===== src/rtl/dlx_mem_arbiter.sv =====
// dlx_mem_arbiter
//   Shares one single-port unified memory between the uDLX instruction-fetch
//   port and the data (load/store) port. Requests are arbitrated round-robin
//   in IDLE, registered onto a req/ack memory handshake, and completed with a
//   one-cycle valid pulse per port. A grant that sees no mem_ack for
//   TIMEOUT_CYCLES cycles is completed with read data 0 and flags timeout_err.
//
// Ports
//   clk, rst                   clock (rising edge), async active-high reset
//   instr_rd_en/instr_addr     fetch request (level) and address
//   instruction/instr_valid    fetched word (held) and completion pulse
//   data_rd_en/data_wr_en      load/store request (level); both high = store
//   data_addr/data_write       load/store address and store data
//   data_read/data_valid       load result (held) and completion pulse
//   core_stall                 core must freeze while a request is unserved
//   mem_req/mem_we/mem_addr/
//   mem_wdata                  registered memory request, stable until done
//   mem_rdata/mem_ack          memory read data and one-cycle completion
//   timeout_err                sticky abort flag, cleared only by rst

module dlx_mem_arbiter #(
  parameter int DATA_WIDTH      = 32,
  parameter int INST_ADDR_WIDTH = 20,
  parameter int DATA_ADDR_WIDTH = 32,
  parameter int TIMEOUT_CYCLES  = 255
) (
  input  logic                       clk,
  input  logic                       rst,
  input  logic                       instr_rd_en,
  input  logic [INST_ADDR_WIDTH-1:0] instr_addr,
  output logic [DATA_WIDTH-1:0]      instruction,
  output logic                       instr_valid,
  input  logic                       data_rd_en,
  input  logic                       data_wr_en,
  input  logic [DATA_ADDR_WIDTH-1:0] data_addr,
  input  logic [DATA_WIDTH-1:0]      data_write,
  output logic [DATA_WIDTH-1:0]      data_read,
  output logic                       data_valid,
  output logic                       core_stall,
  output logic                       mem_req,
  output logic                       mem_we,
  output logic [DATA_ADDR_WIDTH-1:0] mem_addr,
  output logic [DATA_WIDTH-1:0]      mem_wdata,
  input  logic [DATA_WIDTH-1:0]      mem_rdata,
  input  logic                       mem_ack,
  output logic                       timeout_err
);

  localparam int TIMER_WIDTH = $clog2(TIMEOUT_CYCLES + 1);
  // The grant cycle that sees the timer at this value is the last one allowed,
  // so mem_req stays high for exactly TIMEOUT_CYCLES cycles without an ack.
  localparam logic [TIMER_WIDTH-1:0] TIMER_LAST = TIMER_WIDTH'(TIMEOUT_CYCLES - 1);

  typedef enum logic [1:0] {IDLE, GRANT_I, GRANT_D} state_e;
  typedef enum logic {OWNER_INSTR, OWNER_DATA} owner_e;

  state_e                     state, state_next;
  owner_e                     last_grant, last_grant_next;
  logic [TIMER_WIDTH-1:0]     timer, timer_next;
  logic                       mem_req_next, mem_we_next;
  logic [DATA_ADDR_WIDTH-1:0] mem_addr_next;
  logic [DATA_WIDTH-1:0]      mem_wdata_next;
  logic [DATA_WIDTH-1:0]      instruction_next, data_read_next;
  logic                       instr_valid_next, data_valid_next, timeout_err_next;

  logic                       instr_elig, data_elig;
  logic                       pick_data, done, timed_out;
  logic [DATA_WIDTH-1:0]      completion_word;

  // A port whose valid pulse is high this cycle is still holding the request
  // it just had served, so it must not be granted again in the same cycle.
  assign instr_elig = instr_rd_en & ~instr_valid;
  assign data_elig  = (data_rd_en | data_wr_en) & ~data_valid;

  assign core_stall = (instr_rd_en & ~instr_valid) | ((data_rd_en | data_wr_en) & ~data_valid);

  always_comb begin
    // NOTE: every signal written here gets a default first, so no path leaves
    // one unassigned and no latch is inferred.
    state_next       = state;
    last_grant_next  = last_grant;
    timer_next       = timer;
    mem_req_next     = mem_req;
    mem_we_next      = mem_we;
    mem_addr_next    = mem_addr;
    mem_wdata_next   = mem_wdata;
    instruction_next = instruction;
    data_read_next   = data_read;
    instr_valid_next = 1'b0;
    data_valid_next  = 1'b0;
    timeout_err_next = timeout_err;
    pick_data        = 1'b0;
    done             = 1'b0;
    timed_out        = 1'b0;
    completion_word  = mem_rdata;

    case (state)
      IDLE: begin
        // Data wins when it is the only eligible port, or when both are
        // eligible and instruction fetch was served last.
        pick_data = data_elig & (~instr_elig | (last_grant == OWNER_INSTR));
        if (pick_data) begin
          state_next      = GRANT_D;
          last_grant_next = OWNER_DATA;
          timer_next      = '0;
          mem_req_next    = 1'b1;
          mem_we_next     = data_wr_en;
          mem_addr_next   = data_addr;
          mem_wdata_next  = data_write;
        end else if (instr_elig) begin
          state_next      = GRANT_I;
          last_grant_next = OWNER_INSTR;
          timer_next      = '0;
          mem_req_next    = 1'b1;
          mem_we_next     = 1'b0;
          mem_addr_next   = DATA_ADDR_WIDTH'(instr_addr);
          mem_wdata_next  = '0;
        end
      end

      GRANT_I, GRANT_D: begin
        if (mem_ack) begin
          done = 1'b1;
        end else if (timer == TIMER_LAST) begin
          done      = 1'b1;
          timed_out = 1'b1;
        end else begin
          timer_next = timer + 1'b1;
        end

        if (done) begin
          completion_word = timed_out ? '0 : mem_rdata;
          state_next      = IDLE;
          mem_req_next    = 1'b0;
          timer_next      = '0;
          if (timed_out) timeout_err_next = 1'b1;
          if (state == GRANT_I) begin
            instr_valid_next = 1'b1;
            instruction_next = completion_word;
          end else begin
            data_valid_next = 1'b1;
            if (!mem_we) data_read_next = completion_word;
          end
        end
      end

      default: state_next = IDLE;
    endcase
  end

  always_ff @(posedge clk or posedge rst) begin
    if (rst) begin
      state       <= IDLE;
      last_grant  <= OWNER_INSTR;
      timer       <= '0;
      mem_req     <= 1'b0;
      mem_we      <= 1'b0;
      mem_addr    <= '0;
      mem_wdata   <= '0;
      instruction <= '0;
      data_read   <= '0;
      instr_valid <= 1'b0;
      data_valid  <= 1'b0;
      timeout_err <= 1'b0;
    end else begin
      // NOTE: non-blocking assignments so every register samples the values
      // from before the edge and all of them update together.
      state       <= state_next;
      last_grant  <= last_grant_next;
      timer       <= timer_next;
      mem_req     <= mem_req_next;
      mem_we      <= mem_we_next;
      mem_addr    <= mem_addr_next;
      mem_wdata   <= mem_wdata_next;
      instruction <= instruction_next;
      data_read   <= data_read_next;
      instr_valid <= instr_valid_next;
      data_valid  <= data_valid_next;
      timeout_err <= timeout_err_next;
    end
  end

endmodule


===== config.mk =====
export PLATFORM = sky130hd
export DESIGN_NAME = dlx_mem_arbiter
export DESIGN_NICKNAME = d
export VERILOG_FILES = /design/src/rtl/dlx_mem_arbiter.sv
export SDC_FILE = /design/constraint.sdc
export NUM_CORES = 1
export LEC_CHECK = 0
export ABC_AREA = 1
export BUFFER_PORTS_ARGS = -buffer_cell sky130_fd_sc_hd__buf_4
export CAP_MARGIN = 20
export CORE_ASPECT_RATIO = 0.6
export CORE_MARGIN = 3
export CORE_UTILIZATION = 43
export DETAILED_ROUTE_END_ITERATION = 7
export PLACE_DENSITY = 0.82
export SLEW_MARGIN = 20
export SYNTH_ARGS = -nofsm -noshare
export SYNTH_HDL_FRONTEND = slang
export SYNTH_SLANG_ARGS = --single-unit
export TNS_END_PERCENT = 50

===== constraint.sdc =====
create_clock -name clk -period 3.9 [get_ports clk]
set_input_delay 0.195 -clock clk [delete_from_list [all_inputs] [get_ports clk]]
set_output_delay 0.195 -clock clk [all_outputs]
set_load 0.02 [all_outputs]

# [Word level (Yosys, flattened, before mapping)]
# Cells that the tools add are included.
[word_totals] in_bits=122 elab_cells=76 regBits=144 out_inout_bits=134
[classes] reduce_logical=11 n_bitwise=12 addsub=1 eq_ne=7 muxes=33
[op_table] cell="two-way mux 32 bit" count=5
[op_table] cell="two-way mux 8 bit" count=5
[op_table] cell="two-way mux 1 bit" count=17
[op_table] cell="case mux 8 bit (2 select lines)" count=1
[op_table] cell="inequality test 3 bit, second input constant" count=3
[op_table] cell="AND reduction 3 bit" count=3
[op_table] cell="adder 8 x 1 -> 8 bit, second input constant" count=1
[op_table] cell="equality test 8 bit, second input constant" count=1
[op_table] cell="AND reduction 4 bit" count=2
[op_table] cell="two-way mux 2 bit" count=3
[op_table] cell="inverter 1 bit" count=6
[op_table] cell="case mux 2 bit (2 select lines)" count=1
[op_table] cell="AND reduction 2 bit" count=2
[op_table] cell="nonzero test 2 bit" count=2
[op_table] cell="AND 1 bit" count=3
[op_table] cell="OR 1 bit" count=3
[op_table] cell="equality test 2 x 1 -> 1 bit, second input constant" count=1
[op_table] cell="equality test 2 bit, second input constant" count=1
[op_table] cell="zero test 2 bit" count=1
[op_table] cell="inequality test 2 bit, second input constant" count=1
[op_table] cell="case mux 1 bit (2 select lines)" count=1
[op_table] cell="OR reduction 2 bit" count=1

# [Logic depth before layout (Yosys ltp)]
# Gate-level depths: netlist of run 1.
[depth] word_depth=7 mapped_depth=11 depth_no_buf=9

# [Least setup slack after synthesis of run 1]
# Ideal clock, no wire load.
[synth_timing] kind="register to register" from="register state[0]" to="register data_read[8]" setup_time_ns=0.119 path_stages_with_launch=10 required_ns=3.781 n_path_buf=2 synth_period_minus_slack_ns=1.578 arrival_time_ns=1.459 slack_ns=2.322 cell_sequence="dfrtp_1 -> inv_1 -> ha_1 -> buf_2 -> inv_1 -> nor2_1 -> nand3_4 -> buf_6 -> nand2_1 -> o21ai_2"
[synth_between] elab_chain_len=3 elab_cells_between_ends=5 classes_between="eq/ne: 2; bitwise: 1; reduce/logical: 2"
[synth_lines] item="start, declared" line_no="57" text="state_e state, state_next;"
[synth_lines] item="start signal, assigned" line_no="168" text="state <= state_next;"
[synth_lines] item="equality test 2 x 1 -> 1 bit or equality test 2 bit (tied branches)" line_no="97, 137"
[synth_lines] item="OR reduction 2 bit or inverter 1 bit (tied branches)"
[synth_lines] item="AND reduction 4 bit (no line) *"
[synth_lines] item="end signal, assigned" line_no="176" text="data_read <= data_read_next;"
[synth_lines] item="end, declared" line_no="37" text="output logic [DATA_WIDTH-1:0] data_read,"
# Mark *: on every way between the ends. The rest lies on a longest branch, timed or not.
# A chain may end at the register's enable or synchronous reset.

# [Final worst setup path of run 1]
[layout_timing] from="register data_valid" to="register mem_addr[17]"
[layout_between] elab_chain_len=5 elab_cells_between_ends=6 classes_between="mux: 1; bitwise: 3; reduce/logical: 2"
[layout_lines] item="start, declared" line_no="38" text="output logic data_valid,"
[layout_lines] item="start signal, assigned" line_no="178" text="data_valid <= data_valid_next;"
[layout_lines] item="inverter 1 bit *" line_no="73" text="assign data_elig = (data_rd_en | data_wr_en) & ~data_valid;"
[layout_lines] item="AND 1 bit *" line_no="73"
[layout_lines] item="AND 1 bit *" line_no="101" text="pick_data = data_elig & (~instr_elig | (last_grant == OWNER_INSTR));"
[layout_lines] item="nonzero test 2 bit (no line)"
[layout_lines] item="AND reduction 2 bit (no line)"
[layout_lines] item="end signal, assigned" line_no="173" text="mem_addr <= mem_addr_next;"
[layout_lines] item="end, declared" line_no="42" text="output logic [DATA_ADDR_WIDTH-1:0] mem_addr,"
# Marked as above.

==> results_dict.tcl, run 1 <==
set metrics [dict create \
    die_area_mm2 0.0159 \
    start_util_pct 44.6 \
    clk_latency_ns 0.40 \
    reg2reg_to "mem_addr[17]" \
    ant_nets 0 \
    whs_ns 0.0480 \
    pin_count 256 \
    max_cap_viol_count 0 \
    die_x_um 161 \
    nets 1032 \
    grt_pass1_vias 5338 \
    firstDrtPassIters 5 \
    path_class "reg -> reg" \
    skew_ns 0.0132 \
    layout-drive-gt1-share_pct 37.7 \
    setup_tns_ns 0 \
    clock_path_buffers 2 \
    die_y_um 98.7 \
    clkTransAtPathRegs_ns 0.06 \
    switchingPower_uw 3120 \
    peakVddDrop_v 0.000393 \
    worst_pin_slew_ns 0.929 \
    post_cts_buffers 0 \
    remaining_drc_errors 0 \
    rows 33 \
    reg2reg_slack_ns 1.55 \
    min_period_ns 2.35 \
    synth_top_area_share_pct 58.5 \
    final_util_pct 63.7 \
    cts_buffers 17 \
    synth_area_mm2 0.00616 \
    synth_warnings 0 \
    fmax_mhz 425 \
    endpoint_kind "flip-flop" \
    setup_viol 0 \
    relSlewSlack_pct 38.1 \
    grt_pass1_wl_um 27600 \
    p_leak_uw 0.00465 \
    async_reset_ff_share_pct 100 \
    outcome "finished, final reports clean" \
    syn_area_per_cell_um2 9.31 \
    grt_overflow_total 0 \
    min_path_cells 3 \
    p_comb_share_pct 44.1 \
    critPathArrivalTime_ns 2.63 \
    hold_path.class "in -> reg" \
    fin_crit_sh_pct 60.3 \
    via_per_inst 4.85 \
    p_int_uw 4670 \
    power_frac_seq_pct 32.4 \
    drt_iter0_markers 377 \
    area_growth_pct 42.9 \
    cts_root_buffer "clkbuf_16" \
    grt_max_degree 83 \
    wire_per_inst_um 15.4 \
    hold_start "data_write[19]" \
    reg2reg_depth 6 \
    core_area_mm2 0.0138 \
    layout_commonest_cell "buf_4" \
    num_vias 5380 \
    antenna_found_initial 0 \
    finalMaxSlewViolations 0 \
    netlist_instances 662 \
    synth_cell_types 25 \
    hold_viol_final 0 \
    cp_max_fo 22 \
    num_antenna_cells 0 \
    hpwl_um 12500 \
    start_kind "flip-flop" \
    p_per_area_mw_per_mm2 885 \
    synthFlopType "dfrtp_1" \
    globalplace.congestion 0.848 \
    hold_end "mem_wdata[19]" \
    routed_wl_um 17000 \
    synth_area_leaders "dfrtp_1 58%, nand2_1 9.6%, o21ai_0 4.1%, inv_1 4.0%, o21ai_2 4.0%" \
    io_buffer_count 255 \
    yosys_register_bits 144 \
    timing.rr.start "data_valid" \
    synth_edf_count 0 \
    cts_tree "done" \
    worst_ep_required_time_ns 4.18 \
    syn_nets 788 \
    sw_frac_of_total_pct 40.0 \
    htreeDepth 4 \
    rsz0062_at_grt "no" \
    grt.total_usage_pct 21.6 \
    post_cts_resized 0 \
    ys_seq_area_share_pct 58.5 \
    yosysTopAreaCell "dfrtp_1" \
    power_frac_clock_pct 23.4 \
    clock_sinks 144 \
    final_cell_mix "260 x buf_4, 157 x nand2_1, 144 x dfrtp_1" \
]
sequential cells by signal (all words and copies together), names as in the netlist, 2 cells and up:
name,flops
data_read,32
instruction,32
mem_addr,32
mem_wdata,32
timer,8
state,2
cell usage after synthesis (10+ instances only):
cell,n
nand2_1,158
dfrtp_1,144
inv_1,66
o21ai_0,51
a21oi_1,40
o21ai_1,37
nand3_1,34
nor2_1,31
o21ai_2,28
nand2_2,19
buf_2,14
buf_6,12
clkbuf_1,10
per-layer routing:
metal	wire (um)	share of wire [%]	GRT usage, %
met3	1530	9.0	7.60
met1	7340	43	29.2
met2	8030	47	34.1
met5	0	0	0
met4	146	0.86	4.67
critical path: stages, from the launching register on:
cell	delay, ns
dfrtp_1	0.37
inv_1	0.05
o21ai_1	0.10
inv_1	0.58
nand2_1	0.68
a21oi_1	0.34
a21oi_1	0.09
power groups by stage:
stage	sequential (uW)	combinational, uW	clock (uW)
after CTS	2520	3480	1860
after detailed placement	2540	3470	0
after global routing	2600	3740	1930
after global placement	2530	3390	0
final	2530	3440	1830
after floorplan	3240	1350	0
logic make-up (layout without fill, tap and decap cells):
group	Yosys count	after routing	share of synthesized area [%]
compound gates	159	159	14.7
flops	144	144	58.5
fa+ha+maj	4	4	0.812
simple gates	250	250	17.6
buf+inv	103	359	8.08
xor+xnor	2	2	0.284
repair_timing:
action | 4_1_cts | 5_1_grt
setup endpoints to repair | 0 | 0
hold buffers | 1 | 0
endpoints found under the hold margin | 28 | 0
area by class of cell:
type | instances | area (um2)
fillers | 1123 | 5030
flip-flops and latches | 144 | 3600
multi-input cells | 415 | 2060
repair buffers | 262 | 1980
clock buffers | 18 | 429
inverters | 66 | 251
well taps | 192 | 240
clock inverters | 13 | 235
metrics by stage:
stage	cell area [um2]	power, uW	worst slack, ns	instances
after detailed placement	8130	6010	1.65	1078
final	8810	7790	1.55	1110
after CTS	8810	7870	1.60	1110
after global placement	8130	5920	1.63	1078
after global routing	8810	8280	1.34	1110
after floorplan	6170	4590	1.90	662
worst max path at each step:
| stage | start | endpoint | slack [ns] | cells past startpoint |
|---|---|---|---|---|
| after global placement | data_valid | mem_addr[15] | 1.63 | 6 |
| after global routing | data_valid | mem_addr[17] | 1.34 | 6 |
| after CTS | data_valid | mem_addr[10] | 1.60 | 6 |
| after floorplan | rst | data_read[0] | 1.90 | 1 |
| after detailed placement | data_valid | mem_addr[12] | 1.65 | 6 |
| final | data_valid | mem_addr[17] | 1.55 | 6 |
No activity file was read; power rests on OpenSTA's default activity.
==> inputs of run 2 (changes only) <==
==> constraint.sdc (replaced) <==
create_clock -name clk -period 2.1 [get_ports clk]
set_input_delay 0.105 -clock clk [delete_from_list [all_inputs] [get_ports clk]]
set_output_delay 0.105 -clock clk [all_outputs]
set_load 0.02 [all_outputs]
==> run 2 against run 1 <==
Wire length grew 26%. Largest power group unchanged. Sequential power increased by 88%. Combinational power rose by 120%. Non-clock buffer count up 105. Register-to-register slack worse by 1.5 ns. Utilization is 7.8 points higher. Clock skew up 0.00098 ns. Cell count rose by 9.5%. Critical path type is now in -> reg. Die area did not move. Cell area is 12% higher. Sequential cell count unchanged.
==> results_dict.tcl, run 2 (synthesis results as in run 1) <==
set metrics [dict create \
    outcome "finished, final reports clean" \
    area_growth_pct 60.4 \
    grt_overflow_total 0 \
    p_per_area_mw_per_mm2 1550 \
    path_cells "dlygate4sd3_1 -> buf_4 -> o21ai_2 -> nand2_2 -> nand2_4 -> inv_2 -> buf_12 -> nor2_1 -> a21oi_2 -> dlygate4sd3_1" \
    die_y_um 98.7 \
    start_kind "input pin" \
    path_common_cell "dlygate4sd3_1" \
    num_antenna_cells 0 \
    cts_tree "done" \
    skew_ns 0.0142 \
    pin_count 256 \
    clock_path_buffers 2 \
    die_area_mm2 0.0159 \
    final_cell_mix "261 x buf_4, 156 x nand2_1, 144 x dfrtp_1" \
    htreeDepth 4 \
    hold_viol_final 0 \
    p_leak_uw 0.00510 \
    hold_path.class "in -> reg" \
    relSlewSlack_pct 50.6 \
    slowest_delay_ns 0.60 \
    clkTransAtPathRegs_ns 0.06 \
    hpwl_um 12400 \
    antenna_found_initial 0 \
    critPathArrivalTime_ns 2.33 \
    nets 1137 \
    fmax_mhz 485 \
    worst_ep_required_time_ns 2.37 \
    start_util_pct 44.6 \
    p_total_uw 15300 \
    worst_pin_slew_ns 0.741 \
    remaining_drc_errors 0 \
    firstDrtPassIters 5 \
    peakVddDrop_v 0.000704 \
    wire_per_inst_um 17.7 \
    num_vias 6200 \
    grt_pass1_wl_um 33300 \
    drt_iter0_markers 518 \
    ant_nets 0 \
    slowest_stage "dlygate4sd3_1" \
    clock_sinks 144 \
    grt_pass1_vias 6133 \
    core_area_mm2 0.0138 \
    min_period_ns 2.06 \
    pre_cts_ws_ns 0.376 \
    setup_ws_ns 0.0376 \
    die_x_um 161 \
    max_cap_viol_count 0 \
    finalMaxSlewViolations 0 \
    cts_root_buffer "clkbuf_16" \
    cts_buffers 17 \
    layout_commonest_cell "buf_4" \
    placed_area_mm2 0.00823 \
    rsz0062_at_grt "yes" \
    routed_wl_um 21500 \
    clk_latency_ns 0.40 \
    grt.total_usage_pct 26.5 \
    post_cts_buffers 0 \
    rows 33 \
    cp_max_fo 21 \
    globalplace.congestion 0.877 \
    via_per_inst 5.10 \
    setup_viol 0 \
    grt_max_degree 145 \
    io_buffer_count 255 \
    path_class "in -> reg" \
    fin_crit_sh_pct 98.2 \
    layout-drive-gt1-share_pct 35.2 \
    endpoint_kind "flip-flop" \
    fin_area_mm2 0.00989 \
]
run 2: final timing paths:
kind                              endpoint  slack, ns  cells past startpoint          start
setup / recovery              mem_addr[11]       0.04                     10     data_wr_en
hold / removal             instruction[31]       0.02                      3  mem_rdata[31]
setup reg to reg              mem_addr[11]       0.04                      7       state[1]
hold reg to reg                 last_grant       0.48                      2     last_grant
max in group asynchronous         timer[0]       1.02                      4            rst
min in group asynchronous     data_read[2]       0.55                      4            rst
run 2: routing by layer:
layer / wire (um) / part of all wire, % / global-route usage, %
met1: 8460 / 39 / 33.4
met2: 9990 / 46 / 42.9
met3: 2160 / 10 / 8.15
met4: 913 / 4.2 / 11.3
met5: 0 / 0 / 0
run 2: final cells by class:
| class | instances | area, um2 |
|---|---|---|
| timing repair buffer | 367 | 3100 |
| fill | 925 | 3940 |
| clock buffer | 18 | 439 |
| clock inverter | 13 | 175 |
| multi-input combinational | 415 | 2080 |
| sequential | 144 | 3600 |
| inverter | 66 | 251 |
| tap | 192 | 240 |
run 2: metrics by stage:
stage	util (%)	instances	setup TNS [ns]	hold WS, ns
floorplan	-	662	0	0.248
global placement	59.5	1085	0	0.366
detailed placement	59.5	1085	0	0.373
CTS	71.0	1213	0	0.0000656
global route	71.5	1215	-0.0556	0.00193
finish	71.5	1215	0	0.0152
run 2: what timing repair did:
action,4_1_cts,5_1_grt
endpoints found under the setup margin,0,14
hold buffers,97,1
endpoints found under the hold margin,224,1
gates resized for setup,0,10
run 2: report_power, final:
part	internal [uW]	switching [uW]	total, uW
Sequential	3980	782	4760
Clock	1920	1210	3130
Combinational	3050	4390	7450
run 2: worst max-delay path: cells and delay by family:
family	cells	cell delay [ns]
AO/OA/AOI/OAI	2	0.28
buffers and inverters	5	1.51
AND/OR/NAND/NOR	3	0.43
==> inputs of run 3 (changes only) <==
--- a/config.mk
+++ b/config.mk
@@ -11,8 +11,10 @@
 export CORE_ASPECT_RATIO = 0.6
 export CORE_MARGIN = 3
 export CORE_UTILIZATION = 43
+export CTS_CLUSTER_DIAMETER = 150
 export DETAILED_ROUTE_END_ITERATION = 7
 export PLACE_DENSITY = 0.82
+export REMOVE_ABC_BUFFERS = 1
 export SLEW_MARGIN = 20
 export SYNTH_ARGS = -nofsm -noshare
 export SYNTH_HDL_FRONTEND = slang
==> run 3 against run 2 <==
Wire length down 4.2%. Die area unchanged. Fmax up 1.4%. First-iteration DRC count down 8.9%. Sequential share of layout area down 0.13 points. Cell count up 1.1%. Total power down 2.1%. Register-to-register slack better by 0.09 ns. Critical path type unchanged. Setup slack better by 0.029 ns. Cell area up 0.35%. Clock skew up 0.0036 ns.
==> results_dict.tcl, run 3 (synthesis results as in run 1) <==
set metrics [dict create \
    reg2reg_slack_ns 0.13 \
    sw_frac_of_total_pct 41.9 \
    layout_commonest_cell "buf_4" \
    grt_max_degree 65 \
    pre_cts_ws_ns 0.332 \
    grt_pass1_vias 6464 \
    antenna_found_initial 0 \
    fillers 933 \
    layout-drive-gt1-share_pct 34.7 \
    area_growth_pct 61.0 \
    outcome "finished, final reports clean" \
    ant_nets 0 \
    grt_overflow_total 0 \
    worst_ep_required_time_ns 2.39 \
    path_class "in -> reg" \
    start_kind "input pin" \
    endpoint_kind "flip-flop" \
    clkTransAtPathRegs_ns 0.07 \
    reg2reg_depth 7 \
    path_depth 10 \
    drt_iter0_markers 472 \
    nets 1149 \
    path_cells "dlygate4sd3_1 -> buf_4 -> o21ai_2 -> nand2_1 -> nand2_2 -> clkinvlp_4 -> buf_12 -> nor2_1 -> a21oi_1 -> dlygate4sd3_1" \
    final_cell_mix "264 x buf_4, 157 x nand2_1, 144 x dfrtp_1" \
    setup_ws_ns 0.0663 \
    p_total_uw 15000 \
    start_util_pct 44.6 \
    hold_start "mem_rdata[28]" \
    max_cap_viol_count 0 \
    grt_pass1_wl_um 33500 \
    cts_tree "done" \
    min_period_ns 2.03 \
    p_comb_share_pct 48.9 \
    clock_sinks 144 \
    slowest_stage "dlygate4sd3_1" \
    peakVddDrop_v 0.000732 \
    reg2reg_to "mem_addr[11]" \
    grt.total_usage_pct 26.5 \
    routed_wl_um 20600 \
    relSlewSlack_pct 63.9 \
    rows 33 \
    timing.rr.start "state[1]" \
    hold_end "instruction[28]" \
    globalplace.congestion 0.851 \
    firstDrtPassIters 5 \
    die_x_um 161 \
    die_y_um 98.7 \
    fmax_mhz 492 \
    whs_ns 0.0171 \
    crit_buf_inv 5 \
    critPathArrivalTime_ns 2.32 \
    worst_pin_slew_ns 0.541 \
    path_common_cell "dlygate4sd3_1" \
    htreeDepth 4 \
    hold_viol_final 0 \
    num_antenna_cells 0 \
    cts_buffers 17 \
    switchingPower_uw 6290 \
    clock_path_buffers 2 \
    crit_family "buffers and inverters" \
    fin_crit_sh_pct 96.8 \
    io_buffer_count 255 \
    remaining_drc_errors 0 \
    via_per_inst 4.96 \
    finalMaxSlewViolations 0 \
    power_frac_clock_pct 19.3 \
    p_per_area_mw_per_mm2 1510 \
    min_path_cells 3 \
    p_leak_uw 0.00511 \
    wire_per_inst_um 16.8 \
    hpwl_um 12700 \
    pin_count 256 \
    power_frac_seq_pct 31.8 \
    cp_max_fo 17 \
    setup_viol 0 \
    cts_root_buffer "clkbuf_16" \
    die_area_mm2 0.0159 \
    clk_latency_ns 0.41 \
    hold_path.class "in -> reg" \
    slowest_delay_ns 0.57 \
    num_vias 6092 \
    core_area_mm2 0.0138 \
    skew_ns 0.0178 \
    p_int_uw 8730 \
]
[run 3: changes by cell type in the layout (fill, tap and decap cells not counted), moves of 2 or more]
cell           previous run  this run
clkinv_2                  0         2
bufinv_16                 3         1
buf_4                   261       264
clkinvlp_4                3         5
dlygate4sd3_1            98       109
[run 3: repair_timing]
action / 4_1_cts / 5_1_grt
setup endpoints to repair: 0 / 14
gates resized for setup: 0 / 4
setup buffers: 0 / 2
hold buffers: 109 / 0
endpoints found under the hold margin: 157 / 0
[run 3: power by group through the flow]
stage                     combinational [uW]  clock, uW  sequential, uW
after detailed placement                6640          0            4730
final                                   7350       2890            4780
after CTS                               7150       2930            4720
after global routing                    7940       3070            4900
after global placement                  6480          0            4720
after floorplan                         2230          0            6020
[run 3: per-layer routing]
layer	vias to the layer above	GRT usage [%]	routed length, um
met5	-	0	0
met4	0	9.33	439
met3	30	7.43	1660
met2	265	43.5	9780
met1	2943	34.1	8740
li1	2854	-	-
[run 3: area by class of cell]
cell class,count,area (um2),share of cell area (%)
clock buffer,18,429,4.32
clock inverter,14,134,1.35
inverter,66,256,2.58
multi-input combinational,415,2080,20.9
sequential,144,3600,36.3
tap,192,240,2.42
timing repair buffer,379,3180,32.1
[run 3: how the worst max path moves through the flow]
stage,from,endpoint,slack [ns]
after floorplan,rst,data_read[0],-1.87
after global placement,state[0],data_read[29],0.44
after detailed placement,state[1],data_read[18],0.33
after CTS,state[1],mem_addr[9],0.05
after global routing,data_wr_en,mem_addr[19],-0.03
final,data_wr_en,mem_addr[12],0.07
[run 3: tightest hold or removal path, stage by stage]
cell	delay, ns
buf_4	0.11
nand2_1	0.11
o21ai_2	0.07
[run 3: metrics by stage]
step / area (um2) / instances / utilization, % / TNS [ns]
finish: 9920 / 1228 / 71.7 / 0
global route: 9920 / 1228 / 71.7 / -0.163
CTS: 9890 / 1226 / 71.5 / 0
detailed placement: 8240 / 1085 / 59.6 / 0
floorplan: 5910 / 625 / - / -291.99
global placement: 8240 / 1085 / 59.6 / 0
